<file path="src/rtl/hazard_pkg.sv">
// Shared hazard-control definitions: forward-select codes, stall FSM states
// and the per-operand stall-need type.
package hazard_pkg;

  localparam logic [1:0] FWD_RF  = 2'b00;
  localparam logic [1:0] FWD_MEM = 2'b01;
  localparam logic [1:0] FWD_WB  = 2'b10;

  typedef enum logic {
    IDLE = 1'b0,
    HOLD = 1'b1
  } state_e;

  typedef logic [1:0] need_t;

endpackage

</file>
<file path="src/rtl/branch_operand_classify.sv">
// Classifies one branch source operand against the EX/MEM/WB writers,
// youngest writer first, yielding a forward select and a stall-cycle need.
module branch_operand_classify
  import hazard_pkg::*;
#(
  parameter int RA_W   = 5,
  parameter int WB_FWD = 1
) (
  input  logic [RA_W-1:0] src,
  input  logic            ex_regwr,
  input  logic            ex_load,
  input  logic [RA_W-1:0] ex_reg,
  input  logic            mem_regwr,
  input  logic            mem_load,
  input  logic [RA_W-1:0] mem_reg,
  input  logic            wb_regwr,
  input  logic [RA_W-1:0] wb_reg,
  output logic [1:0]      sel,
  output need_t           need
);

  always_comb begin
    sel  = FWD_RF;
    need = 2'd0;
    // Register 0 is hardwired, so it never creates a dependency.
    if (src != '0) begin
      if (ex_regwr && (ex_reg == src)) begin
        need = ex_load ? 2'd2 : 2'd1;
      end else if (mem_regwr && (mem_reg == src)) begin
        if (mem_load) begin
          need = 2'd1;
        end else begin
          sel = FWD_MEM;
        end
      end else if (wb_regwr && (wb_reg == src)) begin
        sel = (WB_FWD != 0) ? FWD_WB : FWD_RF;
      end
    end
  end

endmodule

</file>
<file path="src/rtl/id_branch_fwd_ctrl.sv">
// ID-stage branch operand forwarding and stall controller: per-port selects,
// an exact-length stall sequencer and a saturating stall-cycle counter.
module id_branch_fwd_ctrl
  import hazard_pkg::*;
#(
  parameter int RA_W   = 5,
  parameter int NPORT  = 2,
  parameter int WB_FWD = 1,
  parameter int CNT_W  = 16
) (
  input  logic                  clk,
  input  logic                  rst_n,
  input  logic                  id_branch,
  input  logic                  id_kill,
  input  logic [NPORT*RA_W-1:0] id_src,
  input  logic                  ex_regwr,
  input  logic                  ex_load,
  input  logic [RA_W-1:0]       ex_reg,
  input  logic                  mem_regwr,
  input  logic                  mem_load,
  input  logic [RA_W-1:0]       mem_reg,
  input  logic                  wb_regwr,
  input  logic [RA_W-1:0]       wb_reg,
  output logic [NPORT*2-1:0]    fwd_sel,
  output logic                  stall,
  output logic                  bubble,
  output logic [CNT_W-1:0]      stall_cnt
);

  logic [1:0]         portSel  [NPORT];
  need_t              portNeed [NPORT];
  need_t              needMax;
  state_e             state_q, state_d;
  logic [1:0]         rem_q, rem_d;
  logic [CNT_W-1:0]   stallCnt_q;
  logic               stallInt;
  logic [NPORT*2-1:0] fwdInt;

  for (genvar p = 0; p < NPORT; p++) begin : g_port
    branch_operand_classify #(
      .RA_W   (RA_W),
      .WB_FWD (WB_FWD)
    ) u_classify (
      .src       (id_src[p*RA_W +: RA_W]),
      .ex_regwr  (ex_regwr),
      .ex_load   (ex_load),
      .ex_reg    (ex_reg),
      .mem_regwr (mem_regwr),
      .mem_load  (mem_load),
      .mem_reg   (mem_reg),
      .wb_regwr  (wb_regwr),
      .wb_reg    (wb_reg),
      .sel       (portSel[p]),
      .need      (portNeed[p])
    );
  end

  always_comb begin
    needMax = 2'd0;
    for (int p = 0; p < NPORT; p++) begin
      if (portNeed[p] > needMax) needMax = portNeed[p];
    end
  end

  // HOLD ignores the pipeline inputs: the injected bubbles make the
  // remaining wait fully determined by the count loaded on entry.
  always_comb begin
    state_d  = state_q;
    rem_d    = rem_q;
    stallInt = 1'b0;
    fwdInt   = '0;
    case (state_q)
      IDLE: begin
        if (id_branch && !id_kill) begin
          if (needMax != 2'd0) begin
            stallInt = 1'b1;
            rem_d    = needMax - 2'd1;
            if (needMax > 2'd1) state_d = HOLD;
          end else begin
            for (int p = 0; p < NPORT; p++) fwdInt[p*2 +: 2] = portSel[p];
          end
        end
      end
      HOLD: begin
        if (id_kill) begin
          state_d = IDLE;
          rem_d   = 2'd0;
        end else begin
          stallInt = 1'b1;
          rem_d    = rem_q - 2'd1;
          if (rem_q <= 2'd1) state_d = IDLE;
        end
      end
      default: begin
        state_d = IDLE;
        rem_d   = 2'd0;
      end
    endcase
  end

  always_ff @(posedge clk or negedge rst_n) begin
    if (!rst_n) begin
      state_q    <= IDLE;
      rem_q      <= 2'd0;
      stallCnt_q <= '0;
    end else begin
      state_q <= state_d;
      rem_q   <= rem_d;
      if (stallInt && (stallCnt_q != {CNT_W{1'b1}})) stallCnt_q <= stallCnt_q + 1'b1;
    end
  end

  // Outputs are gated by rst_n so an asserted reset silences them at once.
  assign stall     = rst_n & stallInt;
  assign bubble    = stall;
  assign fwd_sel   = rst_n ? fwdInt : '0;
  assign stall_cnt = stallCnt_q;

endmodule

</file>
<file path="config.mk">
export PLATFORM = sky130hd
export DESIGN_NAME = id_branch_fwd_ctrl
export DESIGN_NICKNAME = d
export VERILOG_FILES = /design/src/rtl/hazard_pkg.sv /design/src/rtl/branch_operand_classify.sv /design/src/rtl/id_branch_fwd_ctrl.sv
export SDC_FILE = /design/constraint.sdc
export NUM_CORES = 1
export LEC_CHECK = 0
export CORE_MARGIN = 2
export CORE_UTILIZATION = 41
export CTS_CLUSTER_SIZE = 12
export DETAILED_ROUTE_END_ITERATION = 8
export PLACE_DENSITY_LB_ADDON = 0.12
export SETUP_SLACK_MARGIN = 0.5
export SLEW_MARGIN = 20
export SYNTH_ARGS = -nofsm -noshare
export SYNTH_HDL_FRONTEND = slang
export SYNTH_HIERARCHICAL = 1
export SYNTH_SLANG_ARGS = --single-unit
</file>
<file path="constraint.sdc">
create_clock -name clk -period 3.55 [get_ports clk]
set_input_delay 0.5325 -clock clk [delete_from_list [all_inputs] [get_ports clk]]
set_output_delay 0.5325 -clock clk [all_outputs]
set_load 0.02 [all_outputs]
</file>
==> results.yml, run 1 <==
synthesis:
  post-synth-top-count-cell: "xor2_1"
  ys.flop_type: "dfrtp_1"
  netlist_top_cells_count: "xor2_1 (31), dfrtp_1 (19), xnor2_1 (14), nor3_1 (11), nand2_1 (10)"
  async_flop_share_pct: 100
  synth_enable_flop_cells: 0
  syn-cell-area_sq_um: 1580
  syn_inst: 173
  synth.distinct_cells: 39
  yosys.area.top_type: "dfrtp_1"
  ys_ff_latch: 19
  synth.area.top_cells: "dfrtp_1 (30%), xor2_1 (17%), xnor2_1 (7.8%)"
  syn_area_per_cell_sq_um: 9.11
  ys_seq_area_share_pct: 30.2
  ys_warn_count: 6
  synth_fp_nets: 214
  yosysTopAreaCellShare_pct: 30.2
setup_path:
  crit_family: "simple AND/OR/NAND/NOR gates"
  timing.critical_path.to_type: "output port"
  worstPathRequired_ps: 3020
  r2r_start: "stall_cnt[0]"
  critPathKind: "primary input to output port"
  timing.rr.end: "stall_cnt[6]"
  critPathMaxStageDelay_ps: 560
  r2r_cells: 6
  path_cells: "buf_8 -> xnor2_4 -> nand4_1 -> or4b_1 -> o31ai_2 -> inv_1 -> ha_4 -> inv_2 -> o22ai_4 -> mux2i_2 -> ha_2 -> nand2_2 -> nor4_4 -> buf_4 -> and2_4 -> buf_6"
  critical_path_arrival_ps: 3320
  slowest_stage: "or4b_1"
  start_kind: "primary input"
  ff2ff_setup_slack_ps: 1270
  crit_fanout: 4
  path_buf_inv: 5
placed_design:
  port_buffers: 55
  dpl-instance-area_sq_um: 2440
  gp_congestion: 0.889
  place_hpwl_mm: 3.45
grt:
  grt.met1_usage_pct: 25.7
  grt_antenna_before_repair: 0
  grt_overflow: 0
  grt_max_degree: 20
  grt_pass1_wl_mm: 8.12
  grtUsageTotal_pct: 24.3
  grt_pass1_vias: 1773
  met3_usage_pct: 3.75
  grt.busiest_layer: "met2"
  use_met2_pct: 48.0
sta:
  rsz0062_at_grt: "yes"
  fmax_ghz: 0.260
  worst_slew_pin_slew_ps: 439
  setup-violations-final: 22
  drv_slew: 0
  period_share_pct: 108
  hold_viol: 0
  slew_headroom_pct: 70.5
  worst_slack_ps: -300
  period_minus_slack_ps: 3850
  skew_ps: 8.06
route:
  wl_per_cell_microns: 15.8
  avgViaCountPerCell: 5.29
  first_pass_iters: 4
  drt.antenna.violating_nets: 0
  vias: 1709
  drc_errors: 0
  drt_iter0_markers: 67
  wl_mm: 5.10
floorplanning:
  rows: 22
  ioPinCount: 56
  chipWidth_microns: 66.0
  die_y_microns: 66.0
  die_area_sq_um: 4360
  coreArea_sq_um: 3690
  start_util_pct: 42.7
power_and_ir_drop:
  power_density_nw_per_um2: 213
  ir_worst_vdd_v: 0.000172
  leakage_nw: 1.30
hold_path:
  holdPathStages: 1
  hold-path-endpoint: "stall_cnt[15]"
  min_from: "stall_cnt[15]"
  hold_class: "flip-flop to flip-flop"
cells_and_area:
  nNetsFinal: 317
  multi_input_area_sq_um: 1420
  layout-drive-gt1-share_pct: 45.1
  fin_util_pct: 80.2
  fillers: 242
  synthToLayoutAreaGrowth_pct: 87.5
  antenna_cells: 0
  final_area_sq_um: 2960
  seq_area_sq_um: 475
clock_tree:
  insertion_delay_ps: 260
  clk_path_buf_depth: 2
  cts-root-buf: "clkbuf_8"
  numCtsBuffers: 3
  cts_htree_levels: 1
  postCtsHoldBufs: 0
  clkSinkCount: 19
  cts_tree: "built"
  cts.clk_slew.worst_paths_ps: 80
run:
  cap_viol_max_count: 0
outcome:
  status: "finished with violations"
  violations: "setup timing"
[report_power, final]
part           total [mW]  internal (mW)  switching (mW)  leakage, nW
clock network       0.151         0.0780          0.0731       0.0255
registers           0.254          0.234          0.0203        0.261
logic               0.224          0.124          0.0994         1.01
[routing by layer]
| layer | up-vias | share of wire (%) | wire length, microns |
|---|---|---|---|
| li1 | 818 | - | - |
| met5 | - | 0 | 0 |
| met2 | 50 | 56 | 2870 |
| met4 | 0 | 2.6 | 133 |
| met1 | 827 | 38 | 1930 |
| met3 | 14 | 3.3 | 169 |
[sequential cells by signal (all words and copies together), names as in the netlist]
register / flops
rem_q: 2
state_q: 1
stall_cnt: 16
[layout by cell type, fill, tap and decap left out, drive strengths merged, types with 2 or more instances in the layout]
master / instances
a21oi: 2
and2: 4
and3: 2
buf: 66
clkbuf: 4
clkdlybuf4s15: 2
clkdlybuf4s50: 27
dfrtp: 19
dlygate4sd2: 5
ha: 7
inv: 8
mux2i: 2
nand2: 10
nand3: 8
nand4: 7
nor2: 8
nor3: 11
nor3b: 3
nor4: 11
o21ai: 2
o31ai: 2
or2: 2
or4b: 2
xnor2: 14
xor2: 31
[final cells by class]
cell class | count | area share [%]
Tap cell | 48 | 2.03
Clock buffer | 3 | 1.40
Sequential cell | 19 | 16.1
Inverter | 8 | 1.02
Clock inverter | 1 | 0.169
Timing Repair Buffer | 102 | 31.4
Multi-Input combinational cell | 142 | 47.9
[cells by family (layout without fill, tap and decap cells)]
family	Yosys count	in the layout	share of synthesized area [%]
muxes	3	3	1.98
adders and majority gates	7	7	5.56
and+or+nand+nor	76	76	29.1
DFF	19	19	30.2
buffers and inverters	12	114	3.25
AOI/OAI and AO/OA	11	11	4.92
xor gates and xnor gates	45	45	25.0
[metrics by stage]
stage               total power [mW]  std cells  hold WS [ps]  setup slack (ps)  setup TNS, ps
floorplan                      0.338        173           237              24.5              0
global placement               0.446        300           483             -1080         -12730
detailed placement             0.453        300           491             -1200         -15470
CTS                            0.610        317           503              -364          -1940
global route                   0.656        323           542              -471          -6180
finish                         0.629        323           516              -300          -2780
[worst max-delay path by stage]
stage | cells past startpoint | startpoint | end
finish | 16 | id_src[8] | fwd_sel[0]
global route | 16 | ex_reg[1] | fwd_sel[3]
CTS | 17 | id_src[8] | fwd_sel[0]
detailed placement | 16 | id_src[8] | fwd_sel[3]
global placement | 16 | ex_reg[4] | fwd_sel[1]
floorplan | 15 | id_src[8] | stall
[what timing repair did]
item	CTS	global route
buffers inserted	12	6
setup endpoints to repair	24	24
gates cloned	1	0
gates resized for setup	147	27
pin swaps	37	21
No activity file was read; power rests on OpenSTA's default activity.
==> run 2: changes to the inputs <==
SKIP_LAST_GASP = 1   (was not set)
==> results of run 2 <==
Same layout as run 1: the final DEF is identical, and so are final timing and power.
